--- src/rtl/matmul_sequencer_module.sv ---
// Control sequencer for the matrix-multiply datapath: walks every element of C,
// steps operand line addresses through the inner dimension and strobes results out.
module matmul_sequencer_module #(
  parameter int DATA_WIDTH = 32,
  parameter int BUS_WIDTH  = 64,
  parameter int ADDR_WIDTH = 32,
  localparam int MAX_DIM   = BUS_WIDTH / DATA_WIDTH,
  localparam int IDX_W     = (MAX_DIM > 2) ? $clog2(MAX_DIM) : 1
) (
  input  logic                  clk_i,
  input  logic                  rst_i,
  input  logic                  start_bit_i,
  input  logic [1:0]            n_dim_i,
  input  logic [1:0]            k_dim_i,
  input  logic [1:0]            m_dim_i,
  output logic [ADDR_WIDTH-1:0] address_a_o,
  output logic [ADDR_WIDTH-1:0] address_b_o,
  output logic [ADDR_WIDTH-1:0] address_c_o,
  output logic [IDX_W-1:0]      col_sel_o,
  output logic                  acc_clear_o,
  output logic                  mac_en_o,
  output logic                  sp_enable_o,
  output logic                  busy_o,
  output logic                  done_o,
  output logic                  error_o
);

  typedef enum logic [2:0] {
    ST_IDLE  = 3'd0,
    ST_LOAD  = 3'd1,
    ST_CALC  = 3'd2,
    ST_WRITE = 3'd3,
    ST_DONE  = 3'd4
  } state_t;

  state_t           state_q, state_d;
  logic             start_q, start_d;
  logic             err_q, err_d;
  logic [IDX_W-1:0] i_q, i_d, j_q, j_d, k_q, k_d;
  logic [IDX_W-1:0] n_lat_q, n_lat_d, k_lat_q, k_lat_d, m_lat_q, m_lat_d;

  logic launch;
  logic dims_illegal;

  assign launch       = start_bit_i & ~start_q;
  assign dims_illegal = (32'(n_dim_i) >= 32'(MAX_DIM)) ||
                        (32'(k_dim_i) >= 32'(MAX_DIM)) ||
                        (32'(m_dim_i) >= 32'(MAX_DIM));

  always_ff @(posedge clk_i or posedge rst_i) begin
    if (rst_i) begin
      state_q <= ST_IDLE;
      start_q <= 1'b0;
      err_q   <= 1'b0;
      i_q     <= '0;
      j_q     <= '0;
      k_q     <= '0;
      n_lat_q <= '0;
      k_lat_q <= '0;
      m_lat_q <= '0;
    end else begin
      state_q <= state_d;
      start_q <= start_d;
      err_q   <= err_d;
      i_q     <= i_d;
      j_q     <= j_d;
      k_q     <= k_d;
      n_lat_q <= n_lat_d;
      k_lat_q <= k_lat_d;
      m_lat_q <= m_lat_d;
    end
  end

  always_comb begin
    state_d = state_q;
    start_d = start_bit_i;
    err_d   = 1'b0;
    i_d     = i_q;
    j_d     = j_q;
    k_d     = k_q;
    n_lat_d = n_lat_q;
    k_lat_d = k_lat_q;
    m_lat_d = m_lat_q;
    unique case (state_q)
      ST_IDLE: begin
        i_d = '0;
        j_d = '0;
        k_d = '0;
        if (launch) begin
          if (dims_illegal) err_d = 1'b1;
          else              state_d = ST_LOAD;
        end
      end
      ST_LOAD: begin
        n_lat_d = IDX_W'(n_dim_i);
        k_lat_d = IDX_W'(k_dim_i);
        m_lat_d = IDX_W'(m_dim_i);
        i_d     = '0;
        j_d     = '0;
        k_d     = '0;
        state_d = ST_CALC;
      end
      ST_CALC: begin
        // k holds its last value through WRITE so the B address stays on the final row
        if (k_q == k_lat_q) state_d = ST_WRITE;
        else                k_d = k_q + 1'b1;
      end
      ST_WRITE: begin
        k_d = '0;
        if (j_q < m_lat_q) begin
          j_d     = j_q + 1'b1;
          state_d = ST_CALC;
        end else if (i_q < n_lat_q) begin
          i_d     = i_q + 1'b1;
          j_d     = '0;
          state_d = ST_CALC;
        end else begin
          i_d     = '0;
          j_d     = '0;
          state_d = ST_DONE;
        end
      end
      ST_DONE: state_d = ST_IDLE;
      default: state_d = ST_IDLE;
    endcase
  end

  always_comb begin
    address_a_o = '0;
    address_b_o = '0;
    address_c_o = '0;
    address_a_o[5 +: IDX_W]   = i_q;
    address_b_o[5 +: IDX_W]   = k_q;
    address_c_o[5 +: 2*IDX_W] = {i_q, j_q};
    col_sel_o   = j_q;
    mac_en_o    = (state_q == ST_CALC);
    acc_clear_o = (state_q == ST_CALC) && (k_q == '0);
    sp_enable_o = (state_q == ST_WRITE);
    busy_o      = (state_q != ST_IDLE);
    done_o      = (state_q == ST_DONE);
    error_o     = err_q;
  end

endmodule

--- config.mk ---
export PLATFORM = sky130hd
export DESIGN_NAME = matmul_sequencer_module
export DESIGN_NICKNAME = d
export VERILOG_FILES = /design/src/rtl/matmul_sequencer_module.sv
export SDC_FILE = /design/constraint.sdc
export NUM_CORES = 1
export LEC_CHECK = 0
export BUFFER_PORTS_ARGS = -buffer_cell sky130_fd_sc_hd__buf_2
export CAP_MARGIN = 20
export CORE_MARGIN = 4
export CORE_UTILIZATION = 41
export DETAILED_ROUTE_END_ITERATION = 8
export GPL_TIMING_DRIVEN = 1
export PLACE_DENSITY = 0.87
export SLEW_MARGIN = 20
export SYNTH_ARGS = -nofsm -noshare
export SYNTH_HDL_FRONTEND = slang
export SYNTH_SLANG_ARGS = --single-unit
--- constraint.sdc ---
create_clock -name clk_i -period 2.6 [get_ports clk_i]
set_input_delay 0 -clock clk_i [delete_from_list [all_inputs] [get_ports clk_i]]
set_output_delay 0 -clock clk_i [all_outputs]
set_load 0.005 [all_outputs]
Word-level counts from Yosys, hierarchy flattened. Cells that the tools add are included.

Flip-flop bits (word level): 11. Bits of input ports: 9. Output and inout port bits: 103. Word-level logic and storage cells: 58.

Bitwise gates (word level): 3. Equal/unequal tests: 10. Magnitude comparators: 5. Reduce and logical (&&, ||, !) cells: 12. Add/subtract/negate cells: 3. Muxes and demuxes: 16.

Operator list (number): $mux 3 (5); $pmux 3 s4 (1); $ne 2x2->1 const B (4); $mux 1 (7); $eq 3x2->1 const B (2); $ge 2x2->1 const B (3); $pmux 1 s2 (3); $reduce_and 2->1 (2); $reduce_bool 2->1 (2); $add 1x1->1 const B (3); $eq 3x1->1 const B (1); $eq 3x3->1 const B (1); $logic_not 3->1 (1); $reduce_and 3->1 (1); $reduce_bool 3->1 (1); $reduce_or 3->1 (1); $logic_or 1x1->1 (2); $lt 1x1->1 (2); $ne 2x1->1 const B (1); $not 1->1 (2); $reduce_or 2->1 (1); $and 1x1->1 (1); $eq 1x1->1 (1); $logic_and 1x1->1 (1).

Longest topological paths before layout. Gate-level depths: netlist (run 1).

Word-level depth: 6. Gate-level depth with buffers: 4. Gate-level depth less buffers: 3.

Worst setup path before layout (run 1). No wires, ideal clock.

Kind: register to register. Start: register state_q[2]. End: register k_lat_q. Stages on the path, launching flop included: 5. Arrival time: 1.124 ns. Data required time: 2.475 ns. Slack: 1.351 ns. Library setup time: 0.125 ns. Clock period less this slack: 1.249 ns. Cell sequence: dfrtp_1 -> buf_6 -> nand2b_4 -> nor2_1 -> mux2_2.

Longest elaborated chain between the ends: 1.

Ends and longest elaborated chain: from (decl) (RTL line 36) `state_t state_q, state_d;`; from (signal assigned) (RTL line 62) `state_q <= state_d;`; $eq 3x1->1 (RTL line 84) `unique case (state_q)`; to (signal assigned) (RTL line 69) `k_lat_q <= k_lat_d;`; to (decl) (RTL line 40) `logic [IDX_W-1:0] n_lat_q, n_lat_d, k_lat_q, k_lat_d, m_lat_q, m_lat_d;`.

Every way passes these cells. A chain may end at the register's enable or synchronous reset.

Final worst setup path (run 1).
Start: register state_q[1]. End: output acc_clear_o.

Longest elaborated chain between the ends: 2.

Ends and longest elaborated chain: $eq 3x2->1 (RTL line 137) `acc_clear_o = (state_q == ST_CALC) && (k_q == '0);`; $logic_and 1x1->1 (RTL line 137); to (decl) (RTL line 20) `output logic acc_clear_o,`.

Every way passes these cells.

==> summary.txt, run 1 <==
Outcome
  • Outcome: completed

Floorplan
  • Initial Util: 44.1%
  • Ports: roughly 110
  • Die span in x: 63.4 um
  • Standard-cell row count: 19
  • Core ar.: 2850 um2
  • Die area: slightly above 4000 um2
  • Chip Height: 63.4 um

CTS
  • H-Tree Depth: 1
  • Clock-pin slew of the registers on the worst-case setup and hold paths: 0.06 ns
  • # clock sinks: 11
  • CTS buffer count: 3
  • Clock tree buffer depth: 2
  • CTS tree: yes
  • Clk Latency, worst-skew pair: 0.26 ns
  • Clock Tree Root: clkbuf_4
  • Post-CTS sizing: 0

STA
  • Hold Vio Cnt, Final: 0
  • Setup violators final: 0
  • Setup TNS: 0 ns
  • Fmax: roughly 700 MHz
  • Final Max Slew Viols: 0
  • Min Tclk post-route: between 1 and 1.5 ns
  • Period utilization: 54.9%
  • RSZ-0062 raised after global routing: false
  • Clock Skews: between 0.004 and 0.005 ns

Worst setup path
  • Delay-heaviest family, CP: simple AND/OR/NAND/NOR gates
  • Buf+Inv Stages, Crit Path: 1
  • Worst path cell trace: nor3b_1 -> nor2b_1 -> buf_2
  • CP Class: reg2out
  • Slowest Stage Delay on Critical Path: 0.52 ns
  • Startpoint Class: register
  • Slowest CP cell: dfrtp_1
  • Critical Path RT: 2.60 ns
  • CP Max Fanout: 10
  • Crit path DAT: 1.43 ns
  • Worst Setup End Kind: output pin

Drt
  • Iter 0 DRT Violations: 11
  • Router iterations before antenna repair: 4
  • DR DRC count: 0
  • Post-DRT Antenna Nets: 0
  • Routed length per instance: roughly 9 um
  • Routed WL: between 1500 and 2000 um
  • Vias/cell: approximately 3.5
  • Via count: 681

Yosys
  • Top post-synthesis cells by area: buf_4 (57%), dfrtp_1 (22%), mux2_2 (2.7%)
  • Main combinational cell family by area after synthesis: buffers and inverters
  • Sequential share of the synthesized area: 21.9%
  • Xor and xnor area share after synthesis: 0.696%
  • Synth async-reset ratio: between 90% and 100%
  • Yosys synthesis warning count: 0
  • Post-synthesis mux area share: under 10%
  • Post-synth EDFFs: 0
  • Synth Area in Compound Gates: 3.28%
  • Post-Synth Adder-Cell Area: 0%
  • Synth cell count leaders: buf_4 (96), dfrtp_1 (11), nor3_1 (5)
  • Yosys top cell by area: buf_4
  • Most frequent cell after synthesis: buf_4
  • Post-synthesis instance total: 143
  • Register bit total from synthesis: 11
  • Syn Area/Cell: 8.80 um2
  • Cell Area, Synth: 1260 um2
  • Ys flop type: dfrtp_1
  • Simple-Gate Fraction of Synth Area: between 10% and 20%
  • Post-synth top area share: 57.3%
  • Synth unique cells: 24

Hold path
  • Hold Path Class: in2reg

Final layout
  • Ant. Diodes: 0
  • Final net count: 174
  • Final cell count without fillers: 195
  • Synthesis-to-layout area growth: -14.7%
  • Share of cells above drive strength 1: 18.3%
  • Final Util: a little under two fifths

Placement
  • Gpl congestion: ~0.86
  • Post-DP HPWL: 1490 um
  • Placed Instances: between 150 and 200
  • Buffers added on ports: 19

Global route
  • GRT Util Overall: 7.12%
  • Largest net degree at the start of global routing: 12
  • First-pass GRT wire length: 2240 um
  • Grt ovf: 0
  • Initial antenna violation count: 0
  • Number of global-route vias before repair: 530

Power
  • Pwr per Cell Area: 718 nW/um2
  • Worst ir drop on vdd: roughly 0.17 mV
  • Leakage: between 0.6 and 0.7 nW

Run
  • Max-Cap Viols: 0
==> worst register-to-register path: cells and delay by family, from the launching register on <==
family | cells | cell delay, ns
multiplexers | 1 | 0.36
flip-flops | 1 | 0.48
AND/OR/NAND/NOR | 2 | 0.38
==> timing repair <==
item	in CTS	in global routing
endpoints found under the hold margin	15	0
hold buffers	5	0
setup buffers	0	0
==> layer usage <==
layer	global-route usage [%]	part of all wire, %	wire (um)	up-vias
met5	0	0	0	-
met4	7.01	0.67	12	0
met3	1.60	16	279	2
met2	12.8	57	1010	61
met1	6.39	27	473	313
li1	-	-	-	305
==> cells in the final DEF (no fill, tap or decap), drive strengths merged, types with 3 or more instances in the layout <==
cell | synthesis | routed
dfrtp | 11 | 11
nor2b | 3 | 3
nor3 | 5 | 5
clkbuf | 0 | 4
buf | 98 | 19
dlygate4sd3 | 0 | 5
conb | 1 | 92
o21ai | 3 | 3
mux2 | 3 | 3
==> state kept, by name, summed over array words and instances, names as in the netlist <==
name and count:
start_q 1, k_lat_q 1, col_sel_o 1, m_lat_q 1
k_q 1, state_q 3, n_lat_q 1, error_o 1
i_q 1
==> path summary, 6_finish.rpt <==
check | startpoint | end | cells past startpoint | slack [ns]
worst max register to register | state_q[2] | k_lat_q | 3 | 1.27
worst max-delay path | state_q[1] | acc_clear_o | 3 | 1.17
worst min-delay path | m_dim_i[1] | state_q[0] | 4 | 0.16
max in group asynchronous | rst_i | error_o | 3 | 2.04
worst min register to register | start_q | error_o | 1 | 0.48
min in group asynchronous | rst_i | state_q[2] | 3 | 0.27
==> final cells by class <==
type	instances	area (um2)
fill	287	1780
multi-input combinational	123	581
sequential	11	275
timing repair buffer	24	145
tap	31	38.8
clock buffer	4	26.3
inverter	2	7.51
==> cell families (layout without fill, tap and decap cells) <==
| logic type | after synthesis | in the layout |
|---|---|---|
| DFF | 11 | 11 |
| buffers and inverters | 100 | 30 |
| AOI/OAI and AO/OA | 6 | 6 |
| muxes | 3 | 3 |
| other | 1 | 92 |
| and+or+nand+nor | 21 | 21 |
| xor gates and xnor gates | 1 | 1 |
==> where the power goes <==
group	leakage (nW)	switching (mW)	internal (mW)	total [mW]
combinational	0.493	0.165	0.176	0.341
sequential	0.139	0.0838	0.234	0.318
clock	0.0150	0.0526	0.0593	0.112
total	0.646	0.302	0.469	0.771
==> per-stage QoR <==
step	hold slack, ns	power [mW]	worst slack (ns)	area, um2
after floorplan	-0.148	0.678	1.35	1600
after global placement	-0.00168	0.632	1.32	997
after detailed placement	0.00492	0.651	1.27	997
after CTS	0.159	0.773	1.18	1070
after global routing	0.189	0.837	1.08	1070
final	0.165	0.771	1.17	1070
Power figures use the tool's default switching activity.
==> run 2: changes to the inputs <==
--- a/config.mk
+++ b/config.mk
@@ -5,13 +5,14 @@
 export SDC_FILE = /design/constraint.sdc
 export NUM_CORES = 1
 export LEC_CHECK = 0
+export ABC_AREA = 1
 export BUFFER_PORTS_ARGS = -buffer_cell sky130_fd_sc_hd__buf_2
 export CAP_MARGIN = 20
 export CORE_MARGIN = 4
-export CORE_UTILIZATION = 41
+export CORE_UTILIZATION = 34
 export DETAILED_ROUTE_END_ITERATION = 8
 export GPL_TIMING_DRIVEN = 1
-export PLACE_DENSITY = 0.87
+export PLACE_DENSITY = 0.77
 export SLEW_MARGIN = 20
 export SYNTH_ARGS = -nofsm -noshare
 export SYNTH_HDL_FRONTEND = slang
==> constraint.sdc (replaced) <==
create_clock -name clk_i -period 1.2 [get_ports clk_i]
set_input_delay 0 -clock clk_i [delete_from_list [all_inputs] [get_ports clk_i]]
set_output_delay 0 -clock clk_i [all_outputs]
set_load 0.005 [all_outputs]
==> run 2 against run 1 <==
  * Sequential share of layout area down 0.92 points
  * Area after synthesis up 0.40%
  * Clock skew down 0.0040 ns
  * Worst hold slack worse by 0.15 ns
  * Register-to-register slack worse by 1.1 ns
  * Via count up 4.4%
==> summary.txt, run 2 <==
Yosys
  • Synth async-reset ratio: 100%
  • Yosys synthesis warning count: 0
  • Ys flop type: dfrtp_1
  • Yosys top cell by area: buf_4
  • Cell Area, Synth: 1260 um2
  • Post-synth EDFFs: 0
  • Post-synthesis instance total: 166
  • Synth unique cells: 18
  • Synth cell count leaders: buf_4 (96), nand2_1 (14), inv_1 (13), dfrtp_1 (11), nor2_1 (7)
  • Register bit total from synthesis: 11
  • Syn Area/Cell: between 7 and 8 um2
  • Top post-synthesis cells by area: buf_4 (57%), dfrtp_1 (22%), nand2_1 (4.2%)
  • Sequential share of the synthesized area: 21.8%
  • Post-synth top area share: 57.0%
  • Most frequent cell after synthesis: buf_4

Placement
  • Dpl cell area: roughly 1000 um2
  • Post-DP HPWL: 1580 um
  • Buffers added on ports: 19
  • Gpl congestion: 0.807
  • Placed Instances: 226

Worst setup path
  • Crit path DAT: about 1.1 ns
  • Critical R2R Launch: state_q[2]
  • Worst path cell trace: inv_2 -> nand2_1 -> nor2_4 -> inv_1 -> buf_2
  • Reg2reg end: i_q
  • Reg2reg path depth: 5
  • Critical Path RT: 1.20 ns
  • CP startpoint: state_q[0]
  • Crit path to: busy_o
  • CP Max Fanout: 5
  • Buf+Inv Stages, Crit Path: 3
  • R2r setup slk: 0.14 ns
  • CP Depth: 5
  • Slowest Stage Delay on Critical Path: 0.45 ns
  • Slowest CP cell: dfrtp_2
  • Delay-heaviest family, CP: flip-flops
  • CP Class: reg2out
  • Startpoint Class: register
  • Worst Setup End Kind: output pin

Outcome
  • Outcome: completed

Final layout
  • Final net count: 198
  • Most common cell after layout, fill and taps aside: conb_1
  • Final Cell Area: 1130 um2
  • Number of flip-flops in the largest register: 3
  • Most flop-heavy register: state_q
  • Final cell count without fillers: between 200 and 250
  • Commonest non-fill, non-tap cells in the layout: conb_1 (92), buf_2 (19), nand2_1 (14)
  • Synthesis-to-layout area growth: -10.7%
  • Ant. Diodes: 0
  • Share of cells above drive strength 1: around a fifth

CTS
  • H-Tree Depth: 1
  • CTS buffer count: 3
  • CTS tree: yes
  • Clock-pin slew of the registers on the worst-case setup and hold paths: around 0.050 ns
  • Clock Tree Root: clkbuf_8
  • Clk Latency, worst-skew pair: 0.23 ns
  • Clock tree buffer depth: 2
  • # clock sinks: 11

Power
  • Leakage: between 0.7 and 0.8 nW
  • Worst ir drop on vdd: 0.448 mV
  • Pwr per Cell Area: about 1700 nW/um2
  • Tot Pwr: 1.89 mW

Drt
  • DR DRC count: 0
  • Via count: 711
  • Vias/cell: 3.04
  • Routed length per instance: between 7 and 8 um
  • Router iterations before antenna repair: 5
  • Post-DRT Antenna Nets: 0
  • Iter 0 DRT Violations: 17
  • Routed WL: 1820 um

STA
  • Setup violators final: 0
  • Min Tclk post-route: 1.14 ns
  • Period utilization: 94.7%
  • RSZ-0062 raised after global routing: true
  • Clock Skews: between 0.0005 and 0.0006 ns
  • Fmax: 880 MHz
  • Final Max Slew Viols: 0
  • Hold Vio Cnt, Final: 0

Run
  • Max-Cap Viols: 0

Floorplan
  • Chip Height: 69.0 um
  • Standard-cell row count: 21
  • Ports: 112
  • Die span in x: 69.0 um
  • Die area: 4760 um2
  • Initial Util: about 36%
  • Core ar.: 3470 um2

Global route
  • GRT Util Overall: 6.89%
  • Grt ovf: 0
  • Number of global-route vias before repair: 567
  • Largest net degree at the start of global routing: 12
  • Initial antenna violation count: 0
  • First-pass GRT wire length: 2300 um

Hold path
  • Hold Path Class: in2reg
-- run 2: where the power goes --
part / internal [mW] / total, mW / switching, mW
logic: 0.346 / 0.889 / 0.543
registers: 0.515 / 0.641 / 0.125
clock network: 0.232 / 0.359 / 0.127
-- run 2: per-stage QoR --
stage          utilization [%]  hold WS [ns]  setup TNS [ns]  worst slack, ns
2_1_floorplan                -        -0.148               0            0.231
3_3_place_gp              29.9        0.0110               0            0.102
6_report                  32.5        0.0148               0           0.0642
3_5_place_dp              29.9        0.0105               0            0.115
4_1_cts                   31.9       0.00882               0           0.0188
5_1_grt                   32.5        0.0293         -0.0385          -0.0385
-- run 2: worst reg2reg max path: stages, from the launching register on --
cell,delay (ns)
dfrtp_2,0.42
buf_4,0.15
a21oi_1,0.20
nand2_1,0.08
nand2_1,0.06
nand2_1,0.05
-- run 2: cells by family (layout without fill, tap and decap cells) --
group	after synthesis	count (layout)	synth area share [%]
other	1	92	0.297
DFF	11	11	21.8
AOI/OAI and AO/OA	7	7	2.87
buffers and inverters	113	44	62.1
and+or+nand+nor	34	34	13.0
-- run 2: area by class of cell --
class                   instances  area (um2)
clock buffers                   4        45.0
fillers                       394        2340
inverters                      17        63.8
multi-input cells             133         553
flip-flops and latches         11         279
well taps                      46        57.6
repair buffers                 23         130
-- run 2: layer usage --
layer	track usage, %	part of all wire [%]	vias up
met5	0	0	-
met4	6.57	2.1	0
met3	1.94	14	4
met2	11.2	54	57
met1	7.00	30	298
li1	-	-	352
-- run 2: repair_timing --
item                                    4_1_cts  5_1_grt
hold buffers                                  2        0
buffers inserted                              0        2
endpoints found under the hold margin        12        0
endpoints found under the setup margin        1        2
gates resized for setup                       2        3
-- run 2: worst min path at each step --
stage	cells past startpoint	slack (ns)	end	from
5_1_grt	3	0.03	k_lat_q	k_dim_i[0]
2_1_floorplan	1	-0.15	col_sel_o	rst_i
3_3_place_gp	2	0.01	i_q	rst_i
3_5_place_dp	2	0.01	i_q	rst_i
4_1_cts	3	0.009	m_lat_q	m_dim_i[0]
6_report	3	0.01	m_lat_q	m_dim_i[0]
==> run 3: changes to the inputs <==
--- a/config.mk
+++ b/config.mk
@@ -9,10 +9,11 @@
 export BUFFER_PORTS_ARGS = -buffer_cell sky130_fd_sc_hd__buf_2
 export CAP_MARGIN = 20
 export CORE_MARGIN = 4
-export CORE_UTILIZATION = 34
+export CORE_UTILIZATION = 35
+export CTS_BUF_LIST = sky130_fd_sc_hd__clkbuf_8
 export DETAILED_ROUTE_END_ITERATION = 8
 export GPL_TIMING_DRIVEN = 1
-export PLACE_DENSITY = 0.77
+export PLACE_DENSITY = 0.78
 export SLEW_MARGIN = 20
 export SYNTH_ARGS = -nofsm -noshare
 export SYNTH_HDL_FRONTEND = slang
==> run 3 against run 2 <==
  * Sequential power rose by 0.6%
  * Non-clock buffer count unchanged
  * Worst setup slack better by 0.0081 ns
  * Core utilization rose by 0.57 points
  * Clock-buffer cell count down 1
  * Clock power about the same
  * Final area grew 0.22%
  * Combinational power grew 2.9%
  * Die area fell by 2.5%
  * Critical path type unchanged
  * Largest power group unchanged
  * Highest routed layer unchanged
==> summary.txt, run 3 (synthesized netlist as in run 2, its figures left out) <==
Final layout
  • Share of cells above drive strength 1: between 20% and 30%
  • Ant. Diodes: 0
  • Number of flip-flops in the largest register: 3
  • Most flop-heavy register: state_q
  • Most common cell after layout, fill and taps aside: conb_1
  • Final net count: 198
  • Synthesis-to-layout area growth: -10.5%
  • Commonest non-fill, non-tap cells in the layout: conb_1 (92), buf_2 (19), inv_1 (14)
  • Final Cell Area: 1130 um2

STA
  • Min Tclk post-route: between 1 and 1.5 ns
  • Hold Vio Cnt, Final: 0
  • Period utilization: 94.0%
  • Worst setup margin: slightly above 0.07 ns
  • Clock Skews: 0.00140 ns
  • Setup violators final: 0
  • Worst slack on hold paths: 0.0114 ns
  • RSZ-0062 raised after global routing: false
  • Fmax: roughly 890 MHz
  • Setup TNS: 0 ns
  • Final Max Slew Viols: 0

Worst setup path
  • Slowest Stage Delay on Critical Path: 0.44 ns
  • Startpoint Class: register
  • Critical R2R Launch: state_q[2]
  • Reg2reg end: i_q
  • Buf+Inv Stages, Crit Path: 3
  • Worst Setup End Kind: output pin
  • R2r setup slk: roughly 0.1 ns
  • Crit path DAT: 1.13 ns
  • CP Depth: 5
  • CP Max Fanout: 5
  • Crit path to: busy_o
  • Delay-heaviest family, CP: flip-flops
  • Critical Path RT: 1.20 ns
  • Slowest CP cell: dfrtp_2
  • Reg2reg path depth: 5
  • CP startpoint: state_q[1]
  • CP Class: reg2out
  • Worst path cell trace: inv_2 -> nand2_2 -> nor2_4 -> inv_1 -> buf_2

Drt
  • Routed WL: about 1800 um
  • Via count: 729
  • Vias/cell: 3.12
  • Iter 0 DRT Violations: 15
  • DR DRC count: 0
  • Post-DRT Antenna Nets: 0
  • Routed length per instance: approximately 7.7 um
  • Router iterations before antenna repair: 4

Floorplan
  • Standard-cell row count: 21
  • Chip Height: 68.1 um
  • Die span in x: 68.1 um
  • Die area: roughly 4600 um2
  • Initial Util: 37.0%
  • Core ar.: 3420 um2
  • Ports: 112

Global route
  • Initial antenna violation count: 0
  • First-pass GRT wire length: 2210 um
  • GRT Util Overall: between 6 and 7%
  • Grt ovf: 0
  • Largest net degree at the start of global routing: 12
  • Number of global-route vias before repair: 559

CTS
  • # clock sinks: 11
  • Clk Latency, worst-skew pair: 0.23 ns
  • H-Tree Depth: 1
  • CTS tree: yes
  • CTS buffer count: 3
  • Clock Tree Root: clkbuf_8
  • Clock-pin slew of the registers on the worst-case setup and hold paths: 0.05 ns
  • Clock tree buffer depth: 2

Placement
  • Buffers added on ports: 19
  • Gpl congestion: 0.781
  • Dpl cell area: 1040 um2
  • Post-DP HPWL: ~1500 um
  • Pre-CTS WS: 0.0850 ns

Run
  • Max-Cap Viols: 0

Power
  • Pwr per Cell Area: 1700 nW/um2
  • Leakage: 0.732 nW
  • Worst ir drop on vdd: 0.427 mV

Hold path
  • Hold Path Class: in2reg
  • Hold path cells: 3

Outcome
  • Outcome: completed
run 3: area by class of cell:
type | instances | area [um2]
clock buffer | 3 | 41.3
tap | 46 | 57.6
inverter | 17 | 63.8
timing repair buffer | 23 | 130
multi-input combinational | 133 | 556
clock inverter | 1 | 3.75
fill | 384 | 2280
sequential | 11 | 279
run 3: worst min-delay path by stage:
stage,to,start
5_1_grt,k_lat_q,k_dim_i[0]
6_report,error_o,n_dim_i[1]
3_5_place_dp,col_sel_o,rst_i
3_3_place_gp,error_o,rst_i
4_1_cts,error_o,n_dim_i[1]
2_1_floorplan,col_sel_o,rst_i
run 3: routing by layer:
layer	vias up	track usage (%)	wire length, um
met2	59	10.8	932
met1	314	6.92	577
met5	-	0	0
li1	352	-	-
met4	0	5.21	25
met3	4	1.97	273
run 3: repair_timing:
action                     CTS  global route
setup buffers                0             2
setup endpoints to repair    1             3
hold endpoints to repair    12             0
pin swaps                    0             1
resized for setup            2             4
hold buffers                 2             0
run 3: metrics by stage:
step	std cells	util, %	power [mW]
global placement	226	30.4	1.45
global route	234	33.1	2.11
CTS	232	32.4	1.86
floorplan	257	-	1.48
finish	234	33.1	1.92
detailed placement	226	30.4	1.47
run 3: worst reg2reg max path, cell delays in order, from the launching register on:
cell     delay, ns
dfrtp_2       0.44
buf_4         0.17
a21oi_1       0.19
nand2_1       0.08
nand2_1       0.06
nand2_1       0.05
run 3: power breakdown:
part	internal, mW	switching [mW]	total (mW)
clock network	0.224	0.133	0.357
registers	0.515	0.130	0.645
logic	0.360	0.555	0.915
